`src/rtl/clk_div_sched.sv`:
```
// clk_div_sched: multi-channel divided strobes/clocks with period-boundary reconfiguration
module clk_div_sched #(
  parameter int NUM_CH = 4,
  parameter int CNT_W = 16,
  localparam int CH_W = NUM_CH > 1 ? $clog2(NUM_CH) : 1
) (
  input  logic              clk_i,
  input  logic              rst_i,
  input  logic              cfg_valid_i,
  output logic              cfg_ready_o,
  input  logic [CH_W-1:0]   cfg_ch_i,
  input  logic [CNT_W-1:0]  cfg_div_i,
  input  logic              cfg_en_i,
  output logic [NUM_CH-1:0] tick_o,
  output logic [NUM_CH-1:0] div_clk_o,
  output logic              busy_o
);
  typedef enum logic {IDLE, PEND} state_t;
  state_t state, state_nx;
  logic [CH_W-1:0] req_ch;
  logic [CNT_W-1:0] req_div;
  logic req_en;
  logic [NUM_CH-1:0] en, dclk, hit, go;
  logic [CNT_W-1:0] div [NUM_CH];
  logic [CNT_W-1:0] cnt [NUM_CH];
  logic oor, apply;
  assign oor = int'(req_ch) >= NUM_CH;
  assign apply = (state == PEND) & (oor | |go);
  assign cfg_ready_o = state == IDLE;
  assign busy_o = ~cfg_ready_o;
  assign div_clk_o = dclk;
  // Terminal-count strobes and the per-channel apply condition for the pending request
  always_comb begin
    for (int c = 0; c < NUM_CH; c++) begin
      tick_o[c] = en[c] & (cnt[c] == div[c] - CNT_W'(1));
      hit[c] = (state == PEND) & (req_ch == CH_W'(c));
      go[c] = hit[c] & (~en[c] | (tick_o[c] & (req_en | dclk[c])));
    end
  end
  // FSM state register
  always_ff @(posedge clk_i or posedge rst_i) begin
    if (rst_i) state <= IDLE;
    else state <= state_nx;
  end
  // Accept in IDLE, return once the pending request has been applied or dropped
  always_comb begin
    state_nx = (state == IDLE) ? (cfg_valid_i ? PEND : IDLE) : (apply ? IDLE : PEND);
  end
  // Latch request fields on acceptance; a zero divisor is stored as one
  always_ff @(posedge clk_i or posedge rst_i) begin
    if (rst_i) begin
      req_ch <= '0;
      req_div <= CNT_W'(1);
      req_en <= 1'b0;
    end else if (cfg_valid_i & cfg_ready_o) begin
      req_ch <= cfg_ch_i;
      req_div <= (cfg_div_i == '0) ? CNT_W'(1) : cfg_div_i;
      req_en <= cfg_en_i;
    end
  end
  // Channel counters and divided clocks, with the pending change applied at its boundary
  always_ff @(posedge clk_i or posedge rst_i) begin
    if (rst_i) begin
      for (int c = 0; c < NUM_CH; c++) begin
        en[c] <= 1'b0;
        dclk[c] <= 1'b0;
        div[c] <= CNT_W'(1);
        cnt[c] <= '0;
      end
    end else begin
      for (int c = 0; c < NUM_CH; c++) begin
        if (go[c] & ~en[c]) begin
          div[c] <= req_div;
          if (req_en) begin
            en[c] <= 1'b1;
            cnt[c] <= '0;
            dclk[c] <= 1'b0;
          end
        end else if (go[c] & ~req_en) begin
          en[c] <= 1'b0;
          cnt[c] <= '0;
          dclk[c] <= 1'b0;
        end else if (en[c]) begin
          cnt[c] <= tick_o[c] ? '0 : cnt[c] + CNT_W'(1);
          dclk[c] <= dclk[c] ^ tick_o[c];
          if (go[c]) div[c] <= req_div;
        end
      end
    end
  end
endmodule

```
`config.mk`:
```
export PLATFORM = sky130hd
export DESIGN_NAME = clk_div_sched
export DESIGN_NICKNAME = d
export VERILOG_FILES = /design/src/rtl/clk_div_sched.sv
export SDC_FILE = /design/constraint.sdc
export NUM_CORES = 1
export LEC_CHECK = 0
export CAP_MARGIN = 10
export CORE_UTILIZATION = 65
export DETAILED_ROUTE_END_ITERATION = 16
export PLACE_DENSITY_LB_ADDON = 0.08
export SYNTH_ARGS = -nofsm -noshare
export SYNTH_HDL_FRONTEND = slang
export SYNTH_SLANG_ARGS = --single-unit
```
`constraint.sdc`:
```
create_clock -name clk_i -period 15.04 [get_ports clk_i]
set_input_delay 3.76 -clock clk_i [delete_from_list [all_inputs] [get_ports clk_i]]
set_output_delay 3.76 -clock clk_i [all_outputs]
set_load 0.01 [all_outputs]
```
==> results.yml, run 1 <==
status:
  status: "complete, no violations"
power:
  p_clk_share_pct: 19.5
  leakage_nw: 4.294
  powerDensity_mw_per_mm2: 198.4
  p_sw_share_pct: 41.20
  pwr-share-comb_pct: 38.2
  p_int_mw: 1.177
  peakVddDrop_mv: 0.1323
  pwr-share-seq_pct: 42.2
  p_sw_mw: 0.8245
clock_tree:
  clock_path_buffers: 2
  postCtsSetupBuffers: 0
  root_buffer: "clkbuf_16"
  h-tree-depth: 4
  cts_inserted_buffers: 17
  cts_tree: "yes"
  clock_latency_ns: 0.42
  clk_pin_slew_ns: 0.06
  clock-sinks: 156
  post_cts_resized: 0
  hold_buffers: 0
sta:
  setup_viol: 0
  final_max_slew_viol_count: 0
  skew_ns: 0.005348
  max_slew_margin_pct: 21.06
  tightestPinTransition_ns: 1.179
  finalCritPeriodShare_pct: 49.93
  fin_crit_ns: 7.509
  fmax_mhz: 133.2
  rsz0062_at_grt: "no"
  fin_tns_setup_ns: 0
  report.final.hold_viol_count: 0
worst_setup_path:
  crit_type: "flip-flop to primary output"
  path_max_fanout: 7
  worstPathArrival_ns: 3.75
  worstPathRequired_ns: 11.28
  cp-start-kind: "flip-flop"
  end_kind: "primary output"
floorplanning:
  io_pins: 32
  die_width_um: 120.7
  dieArea_mm2: 0.01456
  core-area_mm2: 0.01383
  row_count: 43
  die_height_um: 120.7
  initial_core_util_pct: 66.22
synth:
  synth_seq_cells: 156
  synth_warnings: 0
  yosys_most_used_dff: "dfrtp_1"
  async_reset_ff_share_pct: 100.0
  synth_cells: 907
  synth.avg_cell_area_um2: 10.10
  synth_edf_count: 0
  ys_seq_area_share_pct: 42.70
  synth_area_mm2: 0.009156
  ys_types: 78
  syn_nets: 937
cells_and_area:
  nNetsFinal: 950
  multi_input_comb_area_mm2: 0.004972
  drive_gt1_share_pct: 9.120
  area.growth.synth_to_final_pct: 10.15
  diodes: 0
  regArea_mm2: 0.003910
  nFillCells: 1005
  fin_util_pct: 72.94
global_route:
  grt-ovfl-total: 0
  antenna_found_initial: 0
  grt_pass1_vias: 6789
  grt_usage_pct: 30.67
  grt_max_degree: 80
  grt_pass1_wl_um: 34650
drt:
  vias_per_cell: 6.449
  dr.pass1.iters: 7
  drt.antenna.violating_nets: 0
  via_count: 7171
  dr.first_iter.drc_count: 453
  drt-total-wl_um: 21110
  drc_errors: 0
  wire_per_inst_um: 18.98
job:
  max_cap_viol_count: 0
placement:
  dp_hpwl_um: 15100
  place_congestion: 0.8892
  port_buffers: 31
min_path:
  hp-class: "flip-flop to flip-flop"
cell usage after synthesis (15+ instances only):
cell type  number  share of area [%]
nor3_1         25                1.4
mux2_1         54                6.6
and3_1         33                2.3
xor2_1         37                3.5
xnor2_1        43                4.1
o21ai_1        27                1.5
a21oi_1        49                2.7
clkbuf_1       29                1.2
mux2_2         22                2.7
dfrtp_1       151                 41
nand4_1        15                1.0
nand3_1        39                2.1
inv_1          25                1.0
nand2b_1       37                2.5
a31oi_1        42                2.9
nor2_1         39                1.6
nand2_1        43                1.8
layer usage:
layer / GRT usage, % / up-vias / share of wire (%)
met5: 0 / - / 0
met4: 10.34 / 0 / 2.0
met3: 6.415 / 36 / 4.4
met2: 48.10 / 155 / 47
met1: 42.41 / 3580 / 47
li1: - / 3400 / -
state kept, by name, indices dropped and copies added, names as in the netlist:
signal	flops
en	4
req_en	1
div_clk_o	4
cnt	64
busy_o	1
div	64
req_ch	2
req_div	16
cell type report:
type	instances	share of cell area, %
Tap cell	180	2.233
Inverter	25	0.9800
Clock inverter	1	0.07443
Sequential cell	156	38.77
Timing Repair Buffer	36	3.449
Multi-Input combinational cell	684	49.30
Clock buffer	30	5.198
worst max-delay path: stages, from the launching register on:
cell and delay (ns):
dfrtp_1 0.41, inv_1 0.07, ha_1 0.16, nor3b_1 0.62, nand3_1 0.27, or3b_1 0.42
a211o_1 0.30, a22oi_1 0.32, nand2_1 0.13, inv_1 0.10, clkdlybuf4s50_1 0.53
cell families (layout without fill, tap and decap cells):
family	after synthesis	after routing	synth area share, %
AO/OA/AOI/OAI	211	211	15.21
AND/OR/NAND/NOR	296	296	18.88
adder cells (fa/ha/maj)	8	8	1.093
XOR/XNOR	80	80	7.652
multiplexers	89	89	11.31
flip-flops	156	156	42.70
buffers and inverters	67	92	3.143
per-stage QoR:
step | area [um2] | setup slack, ns | power [mW] | std cells | hold slack [ns]
after floorplan | 9156 | 7.082 | 1.389 | 907 | 0.4676
after global placement | 9554 | 8.121 | 1.553 | 1081 | 0.4873
after detailed placement | 9554 | 8.017 | 1.597 | 1081 | 0.4951
after CTS | 10090 | 7.564 | 1.998 | 1112 | 0.5015
after global routing | 10090 | 7.218 | 2.132 | 1112 | 0.5352
final | 10090 | 7.531 | 2.001 | 1112 | 0.5052
power by group through the flow:
| stage | Combinational (mW) | Sequential [mW] | Clock (mW) |
|---|---|---|---|
| finish | 0.765 | 0.845 | 0.391 |
| global route | 0.850 | 0.867 | 0.415 |
| CTS | 0.764 | 0.838 | 0.396 |
| detailed placement | 0.754 | 0.843 | 0 |
| global placement | 0.722 | 0.831 | 0 |
| floorplan | 0.669 | 0.720 | 0 |
worst paths after layout:
kind / start / to / slack (ns) / cells past startpoint
hold reg to reg: div_clk_o[1] / div_clk_o[1] / 0.51 / 1
setup reg to reg: div[33] / div[34] / 11.06 / 10
setup / recovery: div[33] / tick_o[1] / 7.53 / 10
max in group asynchronous: rst_i / div[45] / 9.73 / 3
min in group asynchronous: rst_i / cnt[61] / 3.83 / 2
hold / removal: div_clk_o[1] / div_clk_o[1] / 0.51 / 1
placed cells by master (no fill, tap or decap), types with 6 or more instances in the layout:
cell type / n
a21o_1: 9
nor3_1: 25
o211ai_1: 6
o21ai_1: 27
clkbuf_16: 17
nand3_1: 39
nor4_1: 13
a22o_1: 11
a31oi_1: 42
inv_1: 24
nand3b_1: 7
clkbuf_1: 8
clkdlybuf4s50_1: 31
mux2_1: 54
a21oi_1: 49
ha_1: 8
and3_1: 33
mux2_4: 10
a41oi_1: 8
nand2b_1: 37
o21ai_0: 13
nand2_1: 43
xor2_1: 37
mux2_2: 22
dfrtp_1: 151
xnor2_1: 43
nor2_1: 39
nand4_1: 15
No activity file was read; power rests on OpenSTA's default activity.
==> run 2: changes to the inputs <==
- CORE_UTILIZATION: 65 -> 62
- clock period: 15.04 -> 7.75 ns (I/O delays scaled with it)
==> results.yml, run 2 (synthesis gave the netlist of run 1 again) <==
drt:
  vias_per_cell: 6.484
  drc_errors: 0
  drt.antenna.violating_nets: 0
  dr.pass1.iters: 5
  wire_per_inst_um: 19.42
  drt-total-wl_um: 21690
  dr.first_iter.drc_count: 439
  via_count: 7243
cells_and_area:
  diodes: 0
  mostFrequentLayoutCells: "dfrtp_1, mux2_1, a21oi_1, nand2_1, xnor2_1"
  layout_commonest_cell: "dfrtp_1"
  nNetsFinal: 950
  nFillCells: 1074
  largestRegisters: "cnt (64), div (64), req_div (16)"
  drive_gt1_share_pct: 9.753
  area.growth.synth_to_final_pct: 11.08
global_route:
  grt_usage_pct: 30.10
  grt_max_degree: 107
  grt-ovfl-total: 0
  antenna_found_initial: 0
  grt_pass1_vias: 6758
  grt_pass1_wl_um: 34780
power:
  leakage_nw: 4.337
  peakVddDrop_mv: 0.2248
  p_total_mw: 4.006
  powerDensity_mw_per_mm2: 393.8
status:
  status: "complete, no violations"
worst_setup_path:
  path_max_fanout: 7
  crit_type: "flip-flop to primary output"
  r2r_start: "div[33]"
  timing.reg2reg.setup_slack_ns: 3.70
  worstPathArrival_ns: 3.82
  end_kind: "primary output"
  worstPathRequired_ns: 5.81
  timing.rr.end: "div[33]"
  r2r_cells: 10
  cp-start-kind: "flip-flop"
min_path:
  whs_path_depth: 1
  worstHoldStart: "div_clk_o[1]"
  hp-class: "flip-flop to flip-flop"
  hold_end: "div_clk_o[1]"
sta:
  setup_viol: 0
  finalCritPeriodShare_pct: 74.29
  tightestPinTransition_ns: 1.077
  rsz0062_at_grt: "no"
  max_slew_margin_pct: 27.86
  final_max_slew_viol_count: 0
  fin_tns_setup_ns: 0
  report.final.hold_viol_count: 0
  fin_crit_ns: 5.758
  fmax_mhz: 173.7
  skew_ns: 0.008118
floorplanning:
  die_height_um: 123.5
  row_count: 44
  initial_core_util_pct: 63.24
  dieArea_mm2: 0.01526
  io_pins: 32
  die_width_um: 123.5
  core-area_mm2: 0.01448
placement:
  dp_hpwl_um: 15440
  port_buffers: 31
  place_congestion: 0.8779
job:
  max_cap_viol_count: 0
clock_tree:
  postCtsSetupBuffers: 0
  clock_latency_ns: 0.42
  clk_pin_slew_ns: 0.06
  clock-sinks: 156
  post_cts_resized: 0
  clock_path_buffers: 2
  hold_buffers: 0
  cts_tree: "yes"
  h-tree-depth: 4
  cts_inserted_buffers: 17
  root_buffer: "clkbuf_16"
==> run 2: final cells by class <==
type                       instances  area, um2  area share (%)
clock inverter                     9      133.9           1.316
tap                              184      230.2           2.264
clock buffer                      23      478.0           4.699
timing repair buffer              36      347.8           3.420
multi-input combinational        684       4972           48.89
inverter                          25      98.84          0.9718
sequential                       156       3910           38.44
==> run 2: per-stage QoR <==
step           setup slack (ns)  instance area [um2]  util, %  hold slack (ns)  instances
6_report                  1.992                10170    70.25           0.5092       1117
5_1_grt                   1.735                10170    70.25           0.5471       1117
4_1_cts                   1.969                10170    70.25           0.5154       1117
3_5_place_dp              2.438                 9559    66.02           0.5070       1085
3_3_place_gp              2.591                 9559    66.02           0.4935       1085
2_1_floorplan             1.614                 9156        -           0.4676        907
==> run 2: how the worst max path moves through the flow <==
| stage | depth (start not counted) | start | end | slack [ns] |
|---|---|---|---|---|
| 2_1_floorplan | 1 | rst_i | busy_o | 1.61 |
| 3_3_place_gp | 10 | div[33] | tick_o[1] | 2.59 |
| 3_5_place_dp | 10 | div[33] | tick_o[1] | 2.44 |
| 4_1_cts | 10 | div[33] | tick_o[1] | 1.97 |
| 5_1_grt | 10 | div[33] | tick_o[1] | 1.74 |
| 6_report | 10 | div[33] | tick_o[1] | 1.99 |
==> run 2: where the power goes <==
part | internal (mW) | leakage (nW) | total (mW) | switching, mW
logic | 0.721 | 2.08 | 1.49 | 0.768
registers | 1.11 | 1.96 | 1.65 | 0.540
clock network | 0.534 | 0.298 | 0.866 | 0.332
total | 2.37 | 4.34 | 4.01 | 1.64
==> run 2: critical path, cell delays in order, from the launching register on <==
cell	delay, ns
dfrtp_1	0.42
inv_1	0.07
ha_1	0.16
nor3b_1	0.68
nand3_1	0.27
or3b_1	0.42
a211o_1	0.30
a22oi_1	0.33
nand2_1	0.13
inv_1	0.08
clkdlybuf4s50_1	0.52
==> run 2: metal layers <==
metal | vias to the layer above | routed length [um] | global-route usage (%)
li1 | 3412 | - | -
met1 | 3601 | 9907 | 40.76
met2 | 208 | 10460 | 48.50
met3 | 22 | 1027 | 6.873
met4 | 0 | 295 | 8.434
met5 | - | 0 | 0
